### src/rtl/ballot_controller_if.sv
// Candidate-side and display-side signal bundle for ballot_controller.
// The master drives officer/voter inputs; the slave (controller) drives feedback and results.
interface ballot_controller_if #(
    parameter int unsigned NUM_CAND = 4,
    parameter int unsigned COUNT_W  = 8
);
    localparam int unsigned IDX_W = $clog2(NUM_CAND);

    logic                mode;
    logic                arm;
    logic [NUM_CAND-1:0] button;
    logic [COUNT_W-1:0]  led;
    logic                ready;
    logic                vote_accepted;
    logic [IDX_W-1:0]    winner_idx;
    logic                tie;
    logic                overflow;

    modport master (
        output mode, arm, button,
        input  led, ready, vote_accepted, winner_idx, tie, overflow
    );

    modport slave (
        input  mode, arm, button,
        output led, ready, vote_accepted, winner_idx, tie, overflow
    );
endinterface

### src/rtl/ballot_controller.sv
// One-ballot-per-arm voting controller: debounced single-button vote capture,
// saturating per-candidate tallies, acknowledgement feedback and leader tracking.
module ballot_controller #(
    parameter int unsigned NUM_CAND        = 4,
    parameter int unsigned COUNT_W         = 8,
    parameter int unsigned HOLD_CYCLES     = 100000000,
    parameter int unsigned FEEDBACK_CYCLES = 100000000
) (
    input logic          clock,
    input logic          reset_n,
    ballot_controller_if.slave bus
);
    localparam int unsigned IDX_W = $clog2(NUM_CAND);
    localparam int unsigned HW    = $clog2(HOLD_CYCLES + 1);
    localparam int unsigned FW    = $clog2(FEEDBACK_CYCLES + 1);
    localparam logic [HW-1:0] HOLD_MAX = HW'(HOLD_CYCLES);
    localparam logic [FW-1:0] FB_LAST  = FW'(FEEDBACK_CYCLES - 1);

    typedef enum logic [1:0] {IDLE, ARMED, FEEDBACK, RELEASE} state_t;

    state_t              state_q, state_d;
    logic [HW-1:0]       hold_q, hold_d, hold_inc;
    logic [FW-1:0]       fb_q, fb_d;
    logic [NUM_CAND-1:0] sel_q;
    logic [COUNT_W-1:0]  cnt_q [NUM_CAND];
    logic [COUNT_W-1:0]  cnt_d [NUM_CAND];
    logic [COUNT_W-1:0]  led_q, led_d;
    logic [COUNT_W-1:0]  max_v;
    logic [IDX_W-1:0]    win_q, win_d;
    logic                acc_q, acc_d, ovf_q, ovf_d, tie_q, tie_d;
    logic                single, detect, found;

    assign single = (bus.button != '0) && ((bus.button & (bus.button - NUM_CAND'(1))) == '0);

    always_comb begin
        state_d  = state_q;
        hold_inc = '0;
        hold_d   = '0;
        fb_d     = '0;
        detect   = 1'b0;
        unique case (state_q)
            IDLE: begin
                if (bus.arm && !bus.mode) state_d = ARMED;
            end
            ARMED: begin
                if (bus.mode) begin
                    state_d = IDLE;
                end else if (single) begin
                    // A run continues only while the same single button stays down.
                    hold_inc = (hold_q != '0 && bus.button == sel_q) ? hold_q + HW'(1) : HW'(1);
                    if (hold_inc == HOLD_MAX) begin
                        detect  = 1'b1;
                        state_d = FEEDBACK;
                    end else begin
                        hold_d = hold_inc;
                    end
                end
            end
            FEEDBACK: begin
                if (fb_q == FB_LAST) state_d = RELEASE;
                else                 fb_d    = fb_q + FW'(1);
            end
            RELEASE: begin
                if (bus.button == '0) state_d = IDLE;
            end
            default: state_d = IDLE;
        endcase
    end

    always_comb begin
        cnt_d = cnt_q;
        ovf_d = ovf_q;
        acc_d = detect;
        for (int unsigned i = 0; i < NUM_CAND; i++) begin
            if (detect && bus.button[i]) begin
                if (cnt_q[i] == '1) ovf_d    = 1'b1;
                else                cnt_d[i] = cnt_q[i] + COUNT_W'(1);
            end
        end
    end

    always_comb begin
        led_d = '0;
        found = 1'b0;
        if (state_d == FEEDBACK && !bus.mode) begin
            led_d = '1;
        end else if (bus.mode) begin
            for (int unsigned i = 0; i < NUM_CAND; i++) begin
                if (!found && bus.button[i]) begin
                    led_d = cnt_q[i];
                    found = 1'b1;
                end
            end
        end
    end

    // Strict '>' keeps the lowest index on equal counts.
    always_comb begin
        max_v = cnt_q[0];
        win_d = '0;
        tie_d = 1'b0;
        for (int unsigned i = 1; i < NUM_CAND; i++) begin
            if (cnt_q[i] > max_v) begin
                max_v = cnt_q[i];
                win_d = IDX_W'(i);
            end
        end
        for (int unsigned i = 0; i < NUM_CAND; i++) begin
            if (cnt_q[i] == max_v && IDX_W'(i) != win_d && max_v != '0) tie_d = 1'b1;
        end
    end

    always_ff @(posedge clock or negedge reset_n) begin
        if (!reset_n) begin
            state_q <= IDLE;
            hold_q  <= '0;
            fb_q    <= '0;
            sel_q   <= '0;
            for (int unsigned i = 0; i < NUM_CAND; i++) cnt_q[i] <= '0;
            led_q   <= '0;
            acc_q   <= 1'b0;
            ovf_q   <= 1'b0;
            win_q   <= '0;
            tie_q   <= 1'b0;
        end else begin
            state_q <= state_d;
            hold_q  <= hold_d;
            fb_q    <= fb_d;
            sel_q   <= bus.button;
            cnt_q   <= cnt_d;
            led_q   <= led_d;
            acc_q   <= acc_d;
            ovf_q   <= ovf_d;
            win_q   <= win_d;
            tie_q   <= tie_d;
        end
    end

    assign bus.led           = led_q;
    assign bus.ready         = (state_q == ARMED);
    assign bus.vote_accepted = acc_q;
    assign bus.winner_idx    = win_q;
    assign bus.tie           = tie_q;
    assign bus.overflow      = ovf_q;
endmodule

### src/flat_wrapper.sv
// flat-port wrapper written by rule: the top's interface ports become plain ports
module ballot_controller_flat 
#(
    parameter int unsigned NUM_CAND        = 4,
    parameter int unsigned COUNT_W         = 8,
    parameter int unsigned HOLD_CYCLES     = 100000000,
    parameter int unsigned FEEDBACK_CYCLES = 100000000
)
  (clock, reset_n, bus_mode, bus_arm, bus_button, bus_led, bus_ready, bus_vote_accepted, bus_winner_idx, bus_tie, bus_overflow);
  ballot_controller_if #(.NUM_CAND(NUM_CAND), .COUNT_W(COUNT_W)) bus_i ();
  input logic clock;
  input logic reset_n;
  input wire logic [$bits(bus_i.mode)-1:0] bus_mode;
  input wire logic [$bits(bus_i.arm)-1:0] bus_arm;
  input wire logic [$bits(bus_i.button)-1:0] bus_button;
  output wire logic [$bits(bus_i.led)-1:0] bus_led;
  output wire logic [$bits(bus_i.ready)-1:0] bus_ready;
  output wire logic [$bits(bus_i.vote_accepted)-1:0] bus_vote_accepted;
  output wire logic [$bits(bus_i.winner_idx)-1:0] bus_winner_idx;
  output wire logic [$bits(bus_i.tie)-1:0] bus_tie;
  output wire logic [$bits(bus_i.overflow)-1:0] bus_overflow;
  assign bus_i.mode = bus_mode;
  assign bus_i.arm = bus_arm;
  assign bus_i.button = bus_button;
  assign bus_led = bus_i.led;
  assign bus_ready = bus_i.ready;
  assign bus_vote_accepted = bus_i.vote_accepted;
  assign bus_winner_idx = bus_i.winner_idx;
  assign bus_tie = bus_i.tie;
  assign bus_overflow = bus_i.overflow;
  ballot_controller #(.NUM_CAND(NUM_CAND), .COUNT_W(COUNT_W), .HOLD_CYCLES(HOLD_CYCLES), .FEEDBACK_CYCLES(FEEDBACK_CYCLES)) u_core (.clock(clock), .reset_n(reset_n), .bus(bus_i));
endmodule
### config.mk
export PLATFORM = sky130hd
export DESIGN_NAME = ballot_controller_flat
export DESIGN_NICKNAME = d
export VERILOG_FILES = /design/src/rtl/ballot_controller_if.sv /design/src/rtl/ballot_controller.sv /design/src/flat_wrapper.sv
export SDC_FILE = /design/constraint.sdc
export NUM_CORES = 1
export LEC_CHECK = 0
export ABC_AREA = 1
export CAP_MARGIN = 15
export CORE_MARGIN = 3
export CORE_UTILIZATION = 55
export DETAILED_ROUTE_END_ITERATION = 7
export PLACE_DENSITY_LB_ADDON = 0.2
export RECOVER_POWER = 25
export SYNTH_ARGS = -nofsm -noshare
export SYNTH_HDL_FRONTEND = slang
export SYNTH_SLANG_ARGS = --single-unit
### constraint.sdc
create_clock -name clock -period 6.9 [get_ports clock]
set_input_delay 0.69 -clock clock [delete_from_list [all_inputs] [get_ports clock]]
set_output_delay 0.69 -clock clock [all_outputs]
set_load 0.005 [all_outputs]
==> impl_metrics.tcl, run 1 <==
set metrics [dict create \
    wl_met1_um 9106 \
    cpMostUsedCell "nand2_1" \
    holdCritPathClass "register to register" \
    path_class "register to register" \
    power_density_nw_per_um2 153.5 \
    avgSynthCellArea_sq_um 7.040 \
    setup_tns_ns 0 \
    yosysSeqAreaShare 0.3501 \
    drive_gt1_frac 0.06083 \
    worstPathArrival_ns 6.65 \
    slew_headroom -1.317 \
    grt_max_degree 69 \
    fin_crit_sh 0.9223 \
    die-area_sq_um 15080 \
    drv_cap 2 \
    drcViolationCount 0 \
    tritoncts "built" \
    cts.clk_slew.worst_paths_ns 0.08 \
    min_period_ns 6.364 \
    synth_nets 1104 \
    core-area_sq_um 13300 \
    clkLatencyLatePin_ns 0.36 \
    synth-seq-cells 105 \
    clockBufferDepth 2 \
    hold_viol 0 \
    setup_viol 0 \
    synthCells 1066 \
    die_h_um 122.8 \
    p_total_mw 1.250 \
    clock-sinks 105 \
    rows 42 \
    clock-skew-final_ns 0.008663 \
    worst_setup_path_end_kind "register" \
    ant_nets 0 \
    wl_met2_um 9628 \
    vias 7159 \
    ir_worst_vdd_mv 0.1008 \
    start_kind "register" \
    dpl.hpwl_um 15880 \
    dr.pass1.iters 5 \
    violations "capacitance limit, slew limit" \
    root_buffer "clkbuf_16" \
    yosys_warnings 0 \
    initial_core_util 0.5645 \
    cpPeakStageDelay_ns 0.59 \
    area_delta_synth_final_pct 8.519 \
    cpMaxStageDelayCell "dfrtp_1" \
    post_synth_num_cell_types 45 \
    layout.nets 1118 \
    ios 22 \
    numCtsBuffers 9 \
    antenna_found_initial 0 \
    required_ns 7.19 \
    portBuffers 21 \
    p_leak_nw 3.782 \
    outcome "complete, but fails checks" \
    die_w_um 122.8 \
    num_antenna_cells 0 \
    rsz0062_at_grt "false" \
    synthesis.area_sq_um 7505 \
    drt_iter0_drc 641 \
    grt_pass1_vias 6612 \
    gp_congestion 1.100 \
    dr_wl_met3_um 1245 \
    tightest_slew_ns 3.476 \
    vias_per_cell 5.677 \
    overflow 0 \
    routedWlPerCell_um 16.53 \
    htree_levels 3 \
    topRoutingLayerUsed "met4" \
    grt_pass1_wl_um 33920 \
    grt.total_usage 0.2886 \
    wl_um 20840 \
    drv_slew 108 \
    final_common_cell "nand2_1" \
    fmax_mhz 157.1 \
    mostFrequentLayoutCells "256 x nand2_1, 129 x nor2_1, 126 x inv_1" \
    crit_path_max_fanout 18 \
]
==> routing by layer <==
layer / GRT usage / vias to the layer above
met5: 0 / -
met4: 0.1183 / 0
met3: 0.05161 / 68
met2: 0.4677 / 278
met1: 0.3813 / 3288
li1: - / 3525
==> what timing repair did <==
action                                  in CTS  in global routing
endpoints found under the setup margin       0                  1
buffers inserted                             0                  0
hold buffers                                 0                  0
resized for setup                            0                  1
==> final timing paths <==
path,cells after the start,start,slack [ns],end
hold reg to reg,1,u_core.fb_q[0]$_DFF_PN0_,0.49,u_core.fb_q[0]$_DFF_PN0_
setup reg to reg,35,u_core.cnt_q[27]$_DFFE_PN0P_,0.54,u_core.bus.tie$_DFF_PN0_
hold / removal,1,u_core.fb_q[0]$_DFF_PN0_,0.49,u_core.fb_q[0]$_DFF_PN0_
min in group asynchronous,1,reset_n,0.91,u_core.hold_q[10]$_DFF_PN0_
setup / recovery,35,u_core.cnt_q[27]$_DFFE_PN0P_,0.54,u_core.bus.tie$_DFF_PN0_
max in group asynchronous,2,reset_n,1.86,u_core.fb_q[20]$_DFF_PN0_
==> area by class of cell <==
type / count / area, sq um
Timing Repair Buffer: 23 / 215.2
Fill cell: 1246 / 5151
Clock buffer: 11 / 242.7
Tap cell: 176 / 220.2
Multi-Input combinational cell: 802 / 4243
Clock inverter: 5 / 70.07
Inverter: 139 / 525.5
Sequential cell: 105 / 2628
==> power breakdown <==
part | internal, mW | total [mW] | switching (mW)
registers | 0.622 | 0.627 | 0.00486
clock network | 0.299 | 0.548 | 0.249
logic | 0.0258 | 0.0756 | 0.0498
total | 0.947 | 1.25 | 0.303
==> Yosys cell counts (all sizes together) <==
| cell type | n | area [sq um] |
|---|---|---|
| o21ai | 44 | 242.7 |
| a21o | 2 | 15.01 |
| o21a | 4 | 30.03 |
| and2 | 1 | 6.260 |
| o211ai | 16 | 120.1 |
| nand2 | 270 | 1054 |
| nand4 | 23 | 143.9 |
| nand3 | 117 | 600.6 |
| buf | 7 | 63.81 |
| nand3b | 2 | 15.01 |
| ha | 30 | 375.4 |
| a22oi | 8 | 60.06 |
| nor3 | 49 | 276.5 |
| clkbuf | 13 | 48.80 |
| or2 | 4 | 25.03 |
| and3 | 2 | 12.51 |
| a31oi | 1 | 6.260 |
| clkinv | 2 | 7.510 |
| nor4 | 14 | 100.1 |
| nor3b | 2 | 15.01 |
| a21oi | 22 | 110.1 |
| a211oi | 5 | 37.54 |
| dfrtp | 105 | 2628 |
| xor2 | 38 | 332.8 |
| o2111ai | 2 | 17.52 |
| nor2 | 137 | 571.8 |
| inv | 137 | 514.3 |
| xnor2 | 6 | 52.55 |
| o21bai | 3 | 22.52 |
==> critical path, delay by kind of cell, from the launching register on <==
kind / cells / cell delay [ns]
buffers and inverters: 4 / 0.64
DFF: 1 / 0.59
adders and majority gates: 3 / 0.88
and+or+nand+nor: 22 / 3.08
AOI/OAI and AO/OA: 6 / 1.09
==> cells by family (layout without fill, tap and decap cells) <==
logic type                 after synthesis  in the layout  share of synthesized area
and+or+nand+nor                        621            621                     0.3758
buffers and inverters                  159            178                    0.08453
AOI/OAI and AO/OA                      107            107                    0.08820
DFF                                    105            105                     0.3501
xor gates and xnor gates                44             44                    0.05135
adders and majority gates               30             30                    0.05002
==> registers in the layout, summed over array words and instances, names as in the netlist <==
name                      flops
u_core.bus.overflow           1
u_core.bus.winner_idx         2
u_core.bus.vote_accepted      1
u_core.fb_q                  27
u_core.bus.led                8
u_core.hold_q                27
u_core.cnt_q                 32
u_core.sel_q                  4
u_core.bus.tie                1
u_core.state_q                2
==> through the flow <==
step	cell area (sq um)	cells	setup slack [ns]	utilization	hold slack, ns
2_1_floorplan	7505	1066	1.883	-	0.3944
3_3_place_gp	7835	1245	0.7604	0.5893	0.4587
3_5_place_dp	7835	1245	0.7413	0.5893	0.4840
4_1_cts	8148	1261	0.6959	0.6128	0.3133
5_1_grt	8144	1261	0.005169	0.6126	0.5140
6_report	8144	1261	0.5361	0.6126	0.4851
Power figures use the tool's default switching activity.
==> run 2: changes to the inputs <==
Settings changed: CAP_MARGIN 15 to 20.
==> results of run 2 <==
Same layout as run 1: the final DEF is identical, and so are final timing and power.
